**src/rtl/stepper_multi_axis.sv**
```systemverilog
// stepper_multi_axis: NUM_CH independent 4-wire bipolar stepper channels behind
// one Avalon-MM slave. Each channel has a CTRL/DIV/STEPS/STATUS register set,
// a step-period divider, a move counter and a registered coil driver.
// Optional build macro STEPPER_POS_EN adds a signed per-channel position
// counter at register 4; without it register 4 reads 0 and ignores writes.
module stepper_multi_axis #(
    parameter int NUM_CH  = 2,
    parameter int DIV_W   = 24,
    parameter int COUNT_W = 32
) (
    input  logic                      clk,
    input  logic                      reset,
    input  logic [$clog2(NUM_CH)+2:0] address,
    input  logic                      chipselect,
    input  logic                      read,
    input  logic                      write,
    input  logic [31:0]               writedata,
    output logic [31:0]               readdata,
    output logic                      irq,
    output logic [4*NUM_CH-1:0]       coils
);
    localparam int AW = $clog2(NUM_CH) + 3;

    localparam logic [2:0] REG_CTRL   = 3'd0;
    localparam logic [2:0] REG_DIV    = 3'd1;
    localparam logic [2:0] REG_STEPS  = 3'd2;
    localparam logic [2:0] REG_STATUS = 3'd3;
    localparam logic [2:0] REG_POS    = 3'd4;

    typedef enum logic {ST_IDLE, ST_RUN} state_e;

    // Phase index -> {A+,A-,B+,B-}; even indices are single-coil, odd are two-coil.
    function automatic logic [3:0] phase_pattern(input logic [2:0] idx);
        case (idx)
            3'd0:    return 4'b1000;
            3'd1:    return 4'b1010;
            3'd2:    return 4'b0010;
            3'd3:    return 4'b0110;
            3'd4:    return 4'b0100;
            3'd5:    return 4'b0101;
            3'd6:    return 4'b0001;
            default: return 4'b1001;
        endcase
    endfunction

    logic [2:0]        reg_sel;
    logic              wr_any;
    logic [NUM_CH-1:0] ch_hit;
    logic [NUM_CH-1:0] irq_vec;
    logic [31:0]       rd_val [NUM_CH];
    logic [31:0]       rd_mux;
    logic [31:0]       readdata_q;

    assign reg_sel = address[2:0];
    assign wr_any  = chipselect & write;

    for (genvar c = 0; c < NUM_CH; c++) begin : g_ch
        state_e             state_q, state_d;
        logic               enable_q, enable_d;
        logic               dir_q, dir_d;
        logic               half_q, half_d;
        logic               irq_en_q, irq_en_d;
        logic               done_q, done_d;
        logic [DIV_W-1:0]   div_q, div_d;
        logic [DIV_W-1:0]   tick_q, tick_d;
        logic [DIV_W-1:0]   period_m1;
        logic [COUNT_W-1:0] remaining_q, remaining_d;
        logic [COUNT_W-1:0] wr_count;
        logic [2:0]         index_q, index_d;
        logic [2:0]         step_amt;
        logic [3:0]         coils_q, coils_d;
        logic               wr_ch, step_due, abort, load;
        logic [31:0]        rd_val_c;
`ifdef STEPPER_POS_EN
        logic signed [COUNT_W-1:0] pos_q, pos_d;
`endif

        assign ch_hit[c] = ((address >> 3) == AW'(c));
        assign wr_ch     = wr_any & ch_hit[c];
        assign wr_count  = writedata[COUNT_W-1:0];
        // DIV of 0 behaves like 1: one step per cycle.
        assign period_m1 = (div_q == '0) ? '0 : div_q - DIV_W'(1);
        assign step_amt  = half_q ? 3'd1 : 3'd2;

        // Next state: register writes, move load/abort and step sequencing.
        always_comb begin
            // NOTE: every signal assigned here gets a default first, so no latch is inferred.
            state_d     = state_q;
            enable_d    = enable_q;
            dir_d       = dir_q;
            half_d      = half_q;
            irq_en_d    = irq_en_q;
            done_d      = done_q;
            div_d       = div_q;
            tick_d      = tick_q;
            remaining_d = remaining_q;
            index_d     = index_q;
`ifdef STEPPER_POS_EN
            pos_d       = pos_q;
`endif
            // ">=" so a DIV shrunk below the running tick steps on the next cycle.
            step_due = (state_q == ST_RUN) && (tick_q >= period_m1);
            abort    = wr_ch && (((reg_sel == REG_CTRL) && (writedata[4] || !writedata[0])) ||
                                 ((reg_sel == REG_STEPS) && (wr_count == '0) && (state_q == ST_RUN)));
            load     = wr_ch && (reg_sel == REG_STEPS) && (wr_count != '0) && enable_q;

            if (wr_ch && (reg_sel == REG_CTRL)) begin
                {irq_en_d, half_d, dir_d, enable_d} = writedata[3:0];
            end
            if (wr_ch && (reg_sel == REG_DIV)) begin
                div_d = writedata[DIV_W-1:0];
            end
            // Clear first so a step completing in the same cycle re-sets done.
            if (wr_ch && (reg_sel == REG_STATUS) && writedata[0]) begin
                done_d = 1'b0;
            end
            if (state_q == ST_RUN) begin
                tick_d = tick_q + DIV_W'(1);
            end

            // Priority: abort, then a new load, then the step itself.
            if (abort) begin
                state_d     = ST_IDLE;
                remaining_d = '0;
                tick_d      = '0;
            end else if (load) begin
                state_d     = ST_RUN;
                remaining_d = wr_count;
                tick_d      = '0;
            end else if (step_due) begin
                tick_d      = '0;
                index_d     = dir_q ? index_q + step_amt : index_q - step_amt;
                remaining_d = remaining_q - COUNT_W'(1);
`ifdef STEPPER_POS_EN
                pos_d       = dir_q ? pos_q + COUNT_W'(1) : pos_q - COUNT_W'(1);
`endif
                if (remaining_q == COUNT_W'(1)) begin
                    state_d = ST_IDLE;
                    done_d  = 1'b1;
                end
            end

`ifdef STEPPER_POS_EN
            // A position load overrides a step in the same cycle.
            if (wr_ch && (reg_sel == REG_POS)) begin
                pos_d = wr_count;
            end
`endif
        end

        // State and datapath registers with synchronous active-high reset.
        always_ff @(posedge clk) begin
            if (reset) begin
                state_q     <= ST_IDLE;
                enable_q    <= 1'b0;
                dir_q       <= 1'b0;
                half_q      <= 1'b0;
                irq_en_q    <= 1'b0;
                done_q      <= 1'b0;
                div_q       <= '0;
                tick_q      <= '0;
                remaining_q <= '0;
                index_q     <= '0;
                coils_q     <= '0;
`ifdef STEPPER_POS_EN
                pos_q       <= '0;
`endif
            end else begin
                // NOTE: non-blocking so every register samples pre-edge values.
                state_q     <= state_d;
                enable_q    <= enable_d;
                dir_q       <= dir_d;
                half_q      <= half_d;
                irq_en_q    <= irq_en_d;
                done_q      <= done_d;
                div_q       <= div_d;
                tick_q      <= tick_d;
                remaining_q <= remaining_d;
                index_q     <= index_d;
                coils_q     <= coils_d;
`ifdef STEPPER_POS_EN
                pos_q       <= pos_d;
`endif
            end
        end

        // Outputs: next coil pattern and this channel's read value.
        always_comb begin
            coils_d  = enable_q ? phase_pattern(index_q) : 4'b0000;
            rd_val_c = '0;
            case (reg_sel)
                REG_CTRL:   rd_val_c = {28'd0, irq_en_q, half_q, dir_q, enable_q};
                REG_DIV:    rd_val_c = 32'(div_q);
                REG_STEPS:  rd_val_c = 32'(remaining_q);
                REG_STATUS: rd_val_c = {27'd0, index_q, (state_q == ST_RUN), done_q};
`ifdef STEPPER_POS_EN
                REG_POS:    rd_val_c = 32'(pos_q);
`endif
                default:    rd_val_c = '0;
            endcase
        end

        assign rd_val[c]         = rd_val_c;
        assign irq_vec[c]        = done_q & irq_en_q;
        assign coils[4*c +: 4]   = coils_q;
    end

    // Read mux: addressed channel's value, zero for unmapped channel codes.
    always_comb begin
        rd_mux = '0;
        for (int c = 0; c < NUM_CH; c++) begin
            if (ch_hit[c]) rd_mux = rd_val[c];
        end
    end

    // Registered read data, fixed one-cycle latency.
    always_ff @(posedge clk) begin
        if (reset) begin
            readdata_q <= '0;
        end else if (chipselect && read) begin
            readdata_q <= rd_mux;
        end else begin
            readdata_q <= '0;
        end
    end

    assign readdata = readdata_q;
    assign irq      = |irq_vec;

endmodule
```
**config.mk**
```make
export PLATFORM = sky130hd
export DESIGN_NAME = stepper_multi_axis
export DESIGN_NICKNAME = d
export VERILOG_FILES = /design/src/rtl/stepper_multi_axis.sv
export SDC_FILE = /design/constraint.sdc
export NUM_CORES = 1
export LEC_CHECK = 0
export CAP_MARGIN = 10
export CORE_UTILIZATION = 40
export CTS_CLUSTER_DIAMETER = 50
export DETAILED_ROUTE_END_ITERATION = 10
export SYNTH_ARGS = -nofsm -noshare
export SYNTH_HDL_FRONTEND = slang
export SYNTH_SLANG_ARGS = --single-unit
```
**constraint.sdc**
```tcl
create_clock -name clk -period 7.35 [get_ports clk]
set_input_delay 0.735 -clock clk [delete_from_list [all_inputs] [get_ports clk]]
set_output_delay 0.735 -clock clk [all_outputs]
set_load 0.005 [all_outputs]
```
# --- Word level (Yosys, flattened, before mapping) ---
# Cells that the tools add are included.
classes:
  n_addsub: 10
  order_cmp: 2
  n_eq_ne: 17
  mux: 32
  bitwise_logic: 12
  n_reduce_logical: 51
op_table:
  columns: ["cell", "n"]
  rows:
  - ["one-hot mux 32 bit (4 select lines)", 2]
  - ["2-to-1 mux 32 bit", 6]
  - ["equality test 32 x 1 -> 1 bit (second input constant)", 2]
  - ["subtractor 32 x 1 -> 32 bit (second input constant)", 2]
  - ["one-hot mux 4 bit (7 select lines)", 2]
  - ["adder 24 x 1 -> 24 bit (second input constant)", 2]
  - ["greater-or-equal comparator 24 bit", 2]
  - ["logical NOT 24 bit", 2]
  - ["2-to-1 mux 24 bit", 2]
  - ["subtractor 24 x 1 -> 24 bit (second input constant)", 2]
  - ["logical NOT 32 bit", 1]
  - ["nonzero test 32 bit", 1]
  - ["logical AND 1 bit", 23]
  - ["equality test 3 x 2 -> 1 bit (second input constant)", 6]
  - ["equality test 3 bit (second input constant)", 6]
  - ["2-to-1 mux 1 bit", 16]
  - ["OR reduction 2 bit", 6]
  - ["equality test 3 x 1 -> 1 bit (second input constant)", 3]
  - ["logical NOT 3 bit", 3]
  - ["nonzero test 2 bit", 4]
  - ["OR reduction 4 bit", 2]
  - ["NOT 1 bit", 7]
  - ["adder 3 x 2 -> 3 bit", 2]
  - ["2-to-1 mux 3 bit", 2]
  - ["other kinds (8)", 18]
word_totals:
  regBits: 218
  input_bits: 41
  word_cells: 147

# --- Depth between registers and ports, before layout ---
# Gate-level depths: netlist of run 1.
depth:
  depth_word: 9
  depth_mapped: 19
  ltp_nobuf: 18

# --- Worst setup path after synthesis of run 1 ---
# OpenSTA, ideal clock, no wires.
synth_timing:
  kind: "reg-to-reg"
  startpoint: "register g_ch[0].div_q[2]"
  endpoint: "register g_ch[0].index_q[2]"
  setup_time_ps: 70
  t_arrival_ps: 4372
  setup_slack_ps: 2908
  path_stages_with_launch: 18
  path_cell_list: "dfxtp_1 > or4_1 > nor4_1 > nor2b_1 > nand4b_1 > or3_1 > clkbuf_1 > clkbuf_1 > and2_1 > ha_1 > nand2b_1 > a31oi_1 > o311a_1 > o21ai_0 > o21ai_0 > nand3b_1 > or3_1 > a21oi_1"
synth_between:
  elab_chain_len: 5
synth_rtl:
  columns: ["item", "line_no", "rtl"]
  rows:
  - ["start, declared", "64", "logic [DIV_W-1:0] div_q, div_d;"]
  - ["start signal, assigned", "176", "div_q <= div_d;"]
  - ["subtractor 24 x 1 -> 24 bit / logical NOT 24 bit (equally long branches)", "82", "assign period_m1 = (div_q == '0) ? '0 : div_q - DIV_W'(1);"]
  - ["2-to-1 mux 24 bit (*)", "82", null]
  - ["greater-or-equal comparator 24 bit (*)", "102", "step_due = (state_q == ST_RUN) && (tick_q >= period_m1);"]
  - ["logical AND 1 bit (*)", "102", null]
  - ["AND reduction 3 bit (no line) (*)", null, null]
  - ["end signal, assigned", "179", "index_q <= index_d;"]
  - ["end, declared", "69", "logic [2:0] index_q, index_d;"]
# Mark *: on every way between the ends. The rest lies on a longest branch, timed or not.
# A chain may end at the register's enable or synchronous reset.

# --- Worst setup path after layout of run 1 ---
layout_timing:
  startpoint: "register g_ch[0].div_q[2]"
  endpoint: "register g_ch[0].remaining_q[24]"
layout_between:
  elab_chain_len: 5
layout_rtl:
  columns: ["item", "line_no", "rtl"]
  rows:
  - ["subtractor 24 x 1 -> 24 bit / logical NOT 24 bit (equally long branches)", "82", null]
  - ["2-to-1 mux 24 bit (*)", "82", null]
  - ["greater-or-equal comparator 24 bit (*)", "102", null]
  - ["logical AND 1 bit (*)", "102", null]
  - ["nonzero test 2 bit (no line) (*)", null, null]
  - ["end signal, assigned", "178", "remaining_q <= remaining_d;"]
  - ["end, declared", "67", "logic [COUNT_W-1:0] remaining_q, remaining_d;"]
# Marked as above.

==> impl_metrics.env, run 1 <==
export IMPL_yosysWarnings=0
export IMPL_worstSetupPathType="flip-flop to flip-flop"
export IMPL_synthTopCellsByArea="dfxtp_1 (37%), nand2_1 (7.0%), ha_1 (6.3%), xnor2_1 (5.5%), a21oi_1 (5.1%)"
export IMPL_grt_max_degree=58
export IMPL_cp_buffers_inverters=0
export IMPL_max_freq_mhz=180.7
export IMPL_post_route_period_util=0.7529
export IMPL_grt_use_met2=0.3639
export IMPL_hp_class="flip-flop to flip-flop"
export IMPL_ys_types=64
export IMPL_port_buffers=81
export IMPL_p_clk_frac=0.536
export IMPL_critical_path_startpoint_type="flip-flop"
export IMPL_multiInputGateArea_um2=7181
export IMPL_cp_end_kind="flip-flop"
export IMPL_cts_tree="built"
export IMPL_layout_min_cycle_time_ns=5.534
export IMPL_die_h_um=174.3
export IMPL_arrival_ns=5.96
export IMPL_worstSkewPairLatency_ns=0.56
export IMPL_setup_violations=0
export IMPL_drive_gt1_frac=0.06989
export IMPL_crit_start="g_ch[0].div_q[2]"
export IMPL_grt_total_usage=0.2366
export IMPL_cellLeakagePower_nw=5.193
export IMPL_seqPwrFrac=0.383
export IMPL_vias_per_cell=5.704
export IMPL_clock_sink_count=218
export IMPL_hold_path_startpoint="g_ch[0].half_q"
export IMPL_synth_top_area_share=0.3674
export IMPL_yosysSeqAreaShare=0.3674
export IMPL_post_cts_setup_buffers=0
export IMPL_core_area_um2=28940
export IMPL_syn_to_final_growth_pct=19.22
export IMPL_cts_buffers=31
export IMPL_grt_pass1_vias=10260
export IMPL_cp_data_required_time_ns=7.77
export IMPL_root_buffer="clkbuf_16"
export IMPL_worstPathMaxFanout=24
export IMPL_post_cts_resized=0
export IMPL_finalHoldViolations=0
export IMPL_final_cell_mix="nand2_1 (222), dfxtp_1 (218), nor2_1 (129), a21oi_1 (120), clkdlybuf4s50_1 (79)"
export IMPL_status="finished clean"
export IMPL_power_density_nw_per_um2=219.1
export IMPL_fp_dieW_um=174.3
export IMPL_seq_area_um2=4364
export IMPL_switchingPower_w=0.0007622
export IMPL_diodes=0
export IMPL_slew_viol_final=0
export IMPL_synth_top_cell_by_area="dfxtp_1"
export IMPL_rsz0062_at_grt="no"
export IMPL_setup_tns_ns=0
export IMPL_met1_usage=0.3360
export IMPL_fill_cells=2765
export IMPL_final_cells=1915
export IMPL_drc=0
export IMPL_slew_headroom=0.2935
export IMPL_fin_nets=1610
export IMPL_path_delay_family="simple AND/OR/NAND/NOR gates"
export IMPL_grt_overflow_total=0
export IMPL_r2r_start="g_ch[0].div_q[2]"
export IMPL_grt_pass1_wl_mm=57.31
export IMPL_tightest_slew_ns=1.059
export IMPL_syn_inst=1455
export IMPL_crit_path_frequent_cell="nor4_1"
export IMPL_cpPeakStageDelay_ns=0.62
export IMPL_cp_slowest_cell="or4_1"
export IMPL_dp_cells=1858
export IMPL_cp_cell_sequence="or4_1, nor4_1, nor2b_1, nand4b_1, or3_1, nor3b_1, a21oi_1, ha_1, nand4_1, nor4_1, nand2_1, o21ai_0, o2111ai_1, nor4_1, xnor2_1, o21ai_0"
export IMPL_yosys_most_used_dff="dfxtp_1"
export IMPL_place_hpwl_mm=25.79
export IMPL_clock_path_buffers=3
export IMPL_p_comb_frac=0.081
export IMPL_routabilityCongestion=0.8710
export IMPL_std_cell_rows=62
export IMPL_clkTransAtPathRegs_ns=0.06
export IMPL_cap_violations=0
export IMPL_cts_hold_buf=0
export IMPL_ant_nets=0
export IMPL_syn_area_um2=11880
export IMPL_wl_per_cell_um=18.79
export IMPL_wl_mm=35.98
export IMPL_final_common_cell="nand2_1"
export IMPL_async_reset_ff_frac=0
export IMPL_dieArea_um2=30390
export IMPL_antenna_found_initial=0
export IMPL_syn_nets=1558
export IMPL_p_int_w=0.002341
export IMPL_syn_area_per_cell_um2=8.163
export IMPL_vdd_ir_drop_max_uv=153.7
export IMPL_vias=10920
export IMPL_drt_pass1_iter_count=7
export IMPL_skew_ns=0.01013
export IMPL_synth_edf_count=0
export IMPL_sw_frac_of_total=0.2457
export IMPL_use_met3=0.03325
export IMPL_synth_seq_cells=218
export IMPL_top_usage_layer="met2"
export IMPL_start_util=0.4105
export IMPL_cts_max_level=1
export IMPL_pin_count=82
export IMPL_drt_iter0_markers=1075
cell usage after synthesis, types with 7 or more instances:
cell type  count
nand2_1      222
dfxtp_1      218
nor2_1       130
a21oi_1      120
xnor2_1       75
clkbuf_1      73
o21ai_0       66
xor2_1        61
ha_1          60
nor3_1        44
nand3_1       42
nor4_1        36
a211oi_1      34
or3_1         25
mux2i_1       22
nand4_1       22
a221oi_1      20
a22oi_1       19
inv_1         18
nor2b_1       15
or4_1         15
and3_1        11
nand2b_1      11
or2_2          7
flip-flops by register name (all words and copies together) (netlist names):
name,flops
g_ch.coils_q,8
g_ch.dir_q,2
g_ch.div_q,48
g_ch.done_q,2
g_ch.enable_q,2
g_ch.half_q,2
g_ch.index_q,6
g_ch.irq_en_q,2
g_ch.remaining_q,64
g_ch.state_q,2
g_ch.tick_q,48
readdata,32
final cells by class:
type                            count  share of cell area
Multi-Input combinational cell   1142              0.5071
Clock inverter                     21             0.02262
Timing Repair Buffer               96             0.06450
Clock buffer                       36             0.05893
Tap cell                          384             0.03393
Sequential cell                   218              0.3082
Inverter                           18            0.004771
final timing paths:
path,endpoint,cells after the start,slack [ns]
worst max-delay path,g_ch[0].remaining_q[24],16,1.82
worst min-delay path,g_ch[0].half_q,2,0.50
worst max register to register,g_ch[0].remaining_q[24],16,1.82
worst min register to register,g_ch[0].half_q,2,0.50
stage by stage:
stage / worst slack, ns / total power [W] / util / instance area, um^2 / hold WS [ns]
finish: 1.816 / 0.003103 / 0.4894 / 14160 / 0.5015
global route: 1.211 / 0.003208 / 0.4894 / 14160 / 0.5080
CTS: 1.811 / 0.003119 / 0.4894 / 14160 / 0.4979
detailed placement: 1.816 / 0.001465 / 0.4495 / 13010 / 0.4874
global placement: 1.976 / 0.001462 / 0.4495 / 13010 / 0.4841
floorplan: 2.908 / 0.001373 / - / 11880 / 0.4461
tightest hold or removal path: stages, from the launching register on:
cell     delay, ns
dfxtp_1       0.33
nand2_1       0.07
a21oi_1       0.06
cell families (layout without fill, tap and decap cells):
logic type                 count (synthesis)  in the layout  synth area share
adders and majority gates                 62             62           0.06658
xor gates and xnor gates                 136            136            0.1003
buffers and inverters                     95            171           0.03013
and+or+nand+nor                          614            614            0.2486
AOI/OAI and AO/OA                        299            299            0.1542
DFF                                      218            218            0.3674
muxes                                     31             31           0.03276
power by group through the flow:
stage / sequential, W / clock (W) / combinational (W)
finish: 0.00119 / 0.00166 / 0.000251
CTS: 0.00119 / 0.00168 / 0.000251
global placement: 0.00122 / 0 / 0.000247
detailed placement: 0.00122 / 0 / 0.000250
floorplan: 0.00121 / 0 / 0.000160
global route: 0.00119 / 0.00174 / 0.000282
metal layers:
layer  vias up  wire length (um)  share of wire
li1       5309                 -              -
met1      5169             16930           0.47
met2       372             15560           0.43
met3        74              2262          0.063
met4         0              1223          0.034
met5         -                 0              0
No activity file was read; power rests on OpenSTA's default activity.
==> run 2: changes to the inputs <==
clock period = 4.8 ns   (was 7.35 ns; I/O delays follow)
==> run 2 against run 1 <==
Sequential power increased by 53%; worst setup slack got worse by 1.5 ns; first-iteration DRC count decreased by 24%; combinational power increased by 65%; maximum frequency increased by 22%; critical path depth increased by 3; cell count increased by 1.1%; total power increased by 48%; wire length increased by 0.38%; clock-buffer cell count increased by 1; clock power increased by 42%; register-to-register slack got worse by 1.5 ns; largest cell class unchanged.
==> impl_metrics.env, run 2 (synthesis results as in run 1) <==
export IMPL_status="finished clean"
export IMPL_max_freq_mhz=221.1
export IMPL_wl_mm=36.12
export IMPL_critical_path_startpoint_type="flip-flop"
export IMPL_vdd_ir_drop_max_uv=268.7
export IMPL_drt_pass1_iter_count=5
export IMPL_cap_violations=0
export IMPL_wl_per_cell_um=18.65
export IMPL_grt_max_degree=55
export IMPL_crit_end="g_ch[0].index_q[0]"
export IMPL_setup_violations=0
export IMPL_fin_nets=1631
export IMPL_grt_total_usage=0.2381
export IMPL_ant_nets=0
export IMPL_tightest_slew_ns=0.9803
export IMPL_dieArea_um2=30390
export IMPL_post_route_period_util=0.9423
export IMPL_largest_register_ffs=64
export IMPL_worstPathMaxFanout=9
export IMPL_final_area_um2=14320
export IMPL_place_area_um2=13150
export IMPL_antenna_found_initial=0
export IMPL_hp_class="input port to flip-flop"
export IMPL_grt_overflow_total=0
export IMPL_power_density_nw_per_um2=320.9
export IMPL_slew_viol_final=0
export IMPL_dp_cells=1878
export IMPL_cts_tree="built"
export IMPL_cp_data_required_time_ns=5.21
export IMPL_r2r_start="g_ch[0].div_q[2]"
export IMPL_fp_dieW_um=174.3
export IMPL_grt_pass1_wl_mm=57.88
export IMPL_routabilityCongestion=0.9103
export IMPL_slew_headroom=0.3449
export IMPL_drc=0
export IMPL_hold_path_startpoint="reset"
export IMPL_cts_max_level=1
export IMPL_r2r_setup_slack_ns=0.28
export IMPL_r2r_end="g_ch[0].index_q[0]"
export IMPL_worstSkewPairLatency_ns=0.56
export IMPL_start_util=0.4105
export IMPL_vias_per_cell=5.669
export IMPL_cts_buffers=30
export IMPL_final_cells=1936
export IMPL_reg_top3="g_ch.remaining_q: 64 flops, g_ch.div_q: 48 flops, g_ch.tick_q: 48 flops"
export IMPL_grt_pass1_vias=10560
export IMPL_std_cell_rows=62
export IMPL_clock_path_buffers=3
export IMPL_final_cell_mix="nand2_1 (222), dfxtp_1 (218), nor2_1 (128), a21oi_1 (120), clkdlybuf4s50_1 (79)"
export IMPL_reg2reg_depth=19
export IMPL_top_register="g_ch.remaining_q"
export IMPL_die_h_um=174.3
export IMPL_worstSetupPathType="flip-flop to flip-flop"
export IMPL_clkTransAtPathRegs_ns=0.06
export IMPL_cp_end_kind="flip-flop"
export IMPL_syn_to_final_growth_pct=20.57
export IMPL_layout_min_cycle_time_ns=4.523
export IMPL_final_common_cell="nand2_1"
export IMPL_core_area_um2=28940
export IMPL_finalHoldViolations=0
export IMPL_crit_start="g_ch[0].div_q[2]"
export IMPL_fill_cells=2776
export IMPL_place_hpwl_mm=26.03
export IMPL_vias=10980
export IMPL_arrival_ns=4.93
export IMPL_skew_ns=0.01638
export IMPL_rsz0062_at_grt="yes"
export IMPL_drt_iter0_markers=812
export IMPL_clock_sink_count=218
export IMPL_diodes=0
export IMPL_port_buffers=81
export IMPL_drive_gt1_frac=0.08763
export IMPL_pin_count=82
export IMPL_cellLeakagePower_nw=5.312
export IMPL_root_buffer="clkbuf_16"
-- run 2: cell count changes in the layout (fill, tap and decap cells not counted), sizes merged --
cell,delta
clkinvlp,-6
buf,+22
clkbuf,+1
bufinv,-3
clkinv,+8
inv,-1
-- run 2: final cells by class --
class                      count  area, um^2  share of cell area
clock inverter                19       234.0             0.01634
sequential                   218        4364              0.3047
multi-input combinational   1142        7258              0.5068
inverter                      18       67.56            0.004718
timing repair buffer         118        1079             0.07531
tap                          384       480.5             0.03355
clock buffer                  37       838.3             0.05854
-- run 2: critical path, cell delays in order (launching register included) --
cell and delay, ns:
dfxtp_1 0.30, or4_1 0.60, nor4_2 0.23, nor2b_4 0.25, nand4b_1 0.10, or3_1 0.39, buf_4 0.19, nand2_1 0.05
mux2_2 0.14, ha_1 0.25, a21oi_1 0.16, nand2_1 0.07, a221oi_1 0.33, o21ai_1 0.17, buf_4 0.19, o21ai_1 0.33
nand3b_1 0.26, buf_4 0.16, mux2i_1 0.16, nor2_1 0.06
-- run 2: how the worst min path moves through the flow --
stage,end,slack (ns),cells after the start
floorplan,g_ch[1].irq_en_q,0.45,2
global placement,g_ch[0].half_q,0.48,2
detailed placement,g_ch[0].half_q,0.48,2
CTS,g_ch[0].index_q[1],0.44,2
global route,g_ch[1].index_q[0],0.47,2
finish,g_ch[1].index_q[0],0.45,2
-- run 2: layer usage --
layer / global-route usage / wire (um) / vias up
met1: 0.3325 / 16560 / 5131
li1: - / - / 5346
met5: 0 / 0 / -
met4: 0.08918 / 1187 / 0
met3: 0.03915 / 2736 / 75
met2: 0.3660 / 15630 / 423
-- run 2: where the power goes --
part | internal, W | total (W) | switching, W
clock | 0.00147 | 0.00236 | 0.000895
combinational | 0.000155 | 0.000413 | 0.000258
sequential | 0.00181 | 0.00182 | 0.00000587
total | 0.00344 | 0.00460 | 0.00116
-- run 2: what timing repair did --
action	4_1_cts	5_1_grt
setup endpoints to repair	8	108
hold endpoints to repair	0	0
resized for setup	2	14
setup buffers	0	2
hold buffers	0	0
pin swaps	0	2
-- run 2: metrics by stage --
step	util	power, W	setup WS (ns)	hold slack [ns]	TNS [ns]
final	0.4949	0.004596	0.2772	0.4473	0
after global routing	0.4949	0.004752	-0.02854	0.4695	-0.03830
after CTS	0.4918	0.004614	0.006973	0.4370	0
after detailed placement	0.4545	0.002251	-0.08537	0.4845	-0.4260
after global placement	0.4545	0.002248	-0.03743	0.4830	-0.03743
after floorplan	-	0.002103	0.3579	0.4461	0
==> run 3: changes to the inputs <==
ABC_AREA = 1   (was not set)
==> run 3 against run 2 <==
Worst setup slack gained 0.48 ns; sequential power about the same; highest routed layer unchanged; maximum frequency rose by 12%.
==> impl_metrics.env, run 3 <==
export IMPL_status="finished clean"
export IMPL_p_comb_frac=0.112
export IMPL_power_density_nw_per_um2=302.2
export IMPL_root_buffer="clkbuf_16"
export IMPL_setup_tns_ns=0
export IMPL_setup_violations=0
export IMPL_finalHoldViolations=0
export IMPL_final_cell_mix="nand2_1 (529), nor2_1 (325), dfxtp_1 (218), inv_1 (214), a21oi_1 (187)"
export IMPL_post_cts_resized=0
export IMPL_hold_path_startpoint="g_ch[0].remaining_q[30]"
export IMPL_vdd_ir_drop_max_uv=291.1
export IMPL_place_area_um2=15010
export IMPL_cts_tree="built"
export IMPL_grt_pass1_wl_mm=75.24
export IMPL_diodes=0
export IMPL_p_clk_frac=0.513
export IMPL_drive_gt1_frac=0.06032
export IMPL_start_util=0.4113
export IMPL_syn_inst=2156
export IMPL_die_h_um=188.6
export IMPL_yosysSeqAreaShare=0.3133
export IMPL_synth_common_cells="nand2_1 (529), nor2_1 (327), dfxtp_1 (218), inv_1 (214), a21oi_1 (187)"
export IMPL_drc=0
export IMPL_reg_top3="g_ch.remaining_q: 64 flops, g_ch.div_q: 48 flops, g_ch.tick_q: 48 flops"
export IMPL_fin_nets=2318
export IMPL_cpPeakStageDelay_ns=0.48
export IMPL_clock_sink_count=218
export IMPL_sw_frac_of_total=0.2702
export IMPL_synth_top_area_share=0.3133
export IMPL_std_cell_rows=67
export IMPL_syn_to_final_growth_pct=15.97
export IMPL_synth_top_cell_by_area="dfxtp_1"
export IMPL_cp_cell_sequence="inv_1, nand2_1, nor2_1, nand2_1, nor2_2, nand3_2, nor2_2, nand4_1, xor2_1, nand2_1, ha_1, nand2_1, nor2_1, nand2_1, nor2_1, nand3_1, nor2_1, nor2_1, nor2_2, nor2_4, nand2_2, inv_1, nand2_1, nand2_1"
export IMPL_cp_data_required_time_ns=5.21
export IMPL_layout_min_cycle_time_ns=4.040
export IMPL_routabilityCongestion=0.9768
export IMPL_syn_area_per_cell_um2=6.460
export IMPL_async_reset_ff_frac=0
export IMPL_yosysMostFrequentCell="nand2_1"
export IMPL_arrival_ns=4.45
export IMPL_hold_end="g_ch[0].remaining_q[30]"
export IMPL_rsz0062_at_grt="no"
export IMPL_p_int_w=0.003563
export IMPL_final_area_um2=16150
export IMPL_grt_max_degree=58
export IMPL_tightest_slew_ns=0.8939
export IMPL_r2r_setup_slack_ns=0.76
export IMPL_slew_headroom=0.4040
export IMPL_largest_register_ffs=64
export IMPL_switchingPower_w=0.001319
export IMPL_cts_buffers=34
export IMPL_grt_total_usage=0.2710
export IMPL_drt_iter0_markers=1180
export IMPL_cap_violations=0
export IMPL_r2r_end="g_ch[1].remaining_q[30]"
export IMPL_clock_path_buffers=3
export IMPL_hp_class="flip-flop to flip-flop"
export IMPL_seqPwrFrac=0.375
export IMPL_antenna_found_initial=1
export IMPL_syn_area_um2=13930
export IMPL_port_buffers=81
export IMPL_place_hpwl_mm=36.43
export IMPL_crit_path_frequent_cell="nand2_1"
export IMPL_cp_end_kind="flip-flop"
export IMPL_worstSkewPairLatency_ns=0.52
export IMPL_cellLeakagePower_nw=7.260
export IMPL_synth_seq_cells=218
export IMPL_synthTopCellsByArea="dfxtp_1 (31%), nand2_1 (14%), nor2_1 (8.8%), a21oi_1 (6.7%), inv_1 (5.8%)"
export IMPL_ys_types=49
export IMPL_seq_area_um2=4364
export IMPL_skew_ns=0.01636
export IMPL_post_route_period_util=0.8417
export IMPL_worstPathMaxFanout=25
export IMPL_critical_path_startpoint_type="flip-flop"
export IMPL_wl_mm=48.24
export IMPL_cts_hold_buf=0
export IMPL_multiInputGateArea_um2=8277
export IMPL_whs_path_depth=2
export IMPL_r2r_start="g_ch[1].div_q[0]"
export IMPL_drt_pass1_iter_count=6
export IMPL_grt_overflow_total=0
export IMPL_final_common_cell="nand2_1"
export IMPL_wl_per_cell_um=17.96
export IMPL_cp_slowest_cell="nor2_2"
export IMPL_grt_pass1_vias=13350
export IMPL_slew_viol_final=0
export IMPL_pin_count=82
export IMPL_cts_max_level=2
export IMPL_dieArea_um2=35570
export IMPL_clkTransAtPathRegs_ns=0.05
export IMPL_vias_per_cell=5.293
export IMPL_yosysWarnings=0
export IMPL_vias=14220
export IMPL_max_freq_mhz=247.5
export IMPL_fp_dieW_um=188.6
export IMPL_fill_cells=3578
export IMPL_top_register="g_ch.remaining_q"
export IMPL_synth_edf_count=0
export IMPL_reg2reg_depth=24
export IMPL_worstSetupPathType="flip-flop to flip-flop"
export IMPL_ant_nets=0
export IMPL_post_cts_setup_buffers=0
export IMPL_core_area_um2=33870
export IMPL_yosys_most_used_dff="dfxtp_1"
export IMPL_syn_nets=2259
==> run 3: cell families after synthesis <==
kind of cell / Yosys count / share of synthesized area
simple gates: 1082 / 0.3265
compound gates: 397 / 0.1527
buf+inv: 305 / 0.09280
flops: 218 / 0.3133
xor+xnor: 92 / 0.05785
fa+ha+maj: 62 / 0.05677
==> run 3: through the flow <==
stage / worst slack (ns) / total power (W) / utilization / hold slack (ns) / std cells
after floorplan: 1.769 / 0.002225 / - / 0.4436 / 2156
after CTS: 0.7237 / 0.004905 / 0.4769 / 0.4780 / 2686
after detailed placement: 0.7500 / 0.002412 / 0.4433 / 0.4708 / 2627
after global routing: 0.2282 / 0.005058 / 0.4769 / 0.5056 / 2686
final: 0.7601 / 0.004882 / 0.4769 / 0.4712 / 2686
after global placement: 0.7578 / 0.002404 / 0.4433 / 0.4615 / 2627
==> run 3: critical path: cells and delay by family, from the launching register on <==
family | cells | cell delay [ns]
adder cells (fa/ha/maj) | 1 | 0.31
AND/OR/NAND/NOR | 20 | 2.88
flip-flops | 1 | 0.30
XOR/XNOR | 1 | 0.15
buffers and inverters | 2 | 0.27
==> run 3: layer usage <==
metal	global-route usage	vias to the layer above	wire length, um
li1	-	7104	-
met1	0.3630	6547	21380
met2	0.4364	491	21590
met3	0.05923	75	4090
met4	0.07351	0	1179
met5	0	-	0
==> run 3: worst max path at each step <==
stage / startpoint / end / slack, ns
6_report: g_ch[1].div_q[0] / g_ch[1].remaining_q[30] / 0.76
5_1_grt: g_ch[1].div_q[2] / g_ch[1].remaining_q[31] / 0.23
4_1_cts: g_ch[1].div_q[0] / g_ch[1].remaining_q[31] / 0.72
3_5_place_dp: g_ch[1].div_q[0] / g_ch[1].remaining_q[31] / 0.75
3_3_place_gp: g_ch[1].div_q[0] / g_ch[1].remaining_q[31] / 0.76
2_1_floorplan: g_ch[0].div_q[0] / g_ch[0].tick_q[20] / 1.77
==> run 3: area by class of cell <==
cell class	instances	share of cell area
Tap cell	448	0.03470
Timing Repair Buffer	99	0.05856
Multi-Input combinational cell	1633	0.5124
Clock buffer	43	0.06057
Clock inverter	16	0.009992
Inverter	229	0.05360
Sequential cell	218	0.2702
==> run 3: power by group through the flow <==
stage / logic [W] / clock network (W) / registers (W)
after floorplan: 0.000361 / 0 / 0.00186
after global placement: 0.000537 / 0 / 0.00187
after detailed placement: 0.000545 / 0 / 0.00187
after CTS: 0.000547 / 0.00253 / 0.00183
after global routing: 0.000622 / 0.00261 / 0.00183
final: 0.000548 / 0.00251 / 0.00183
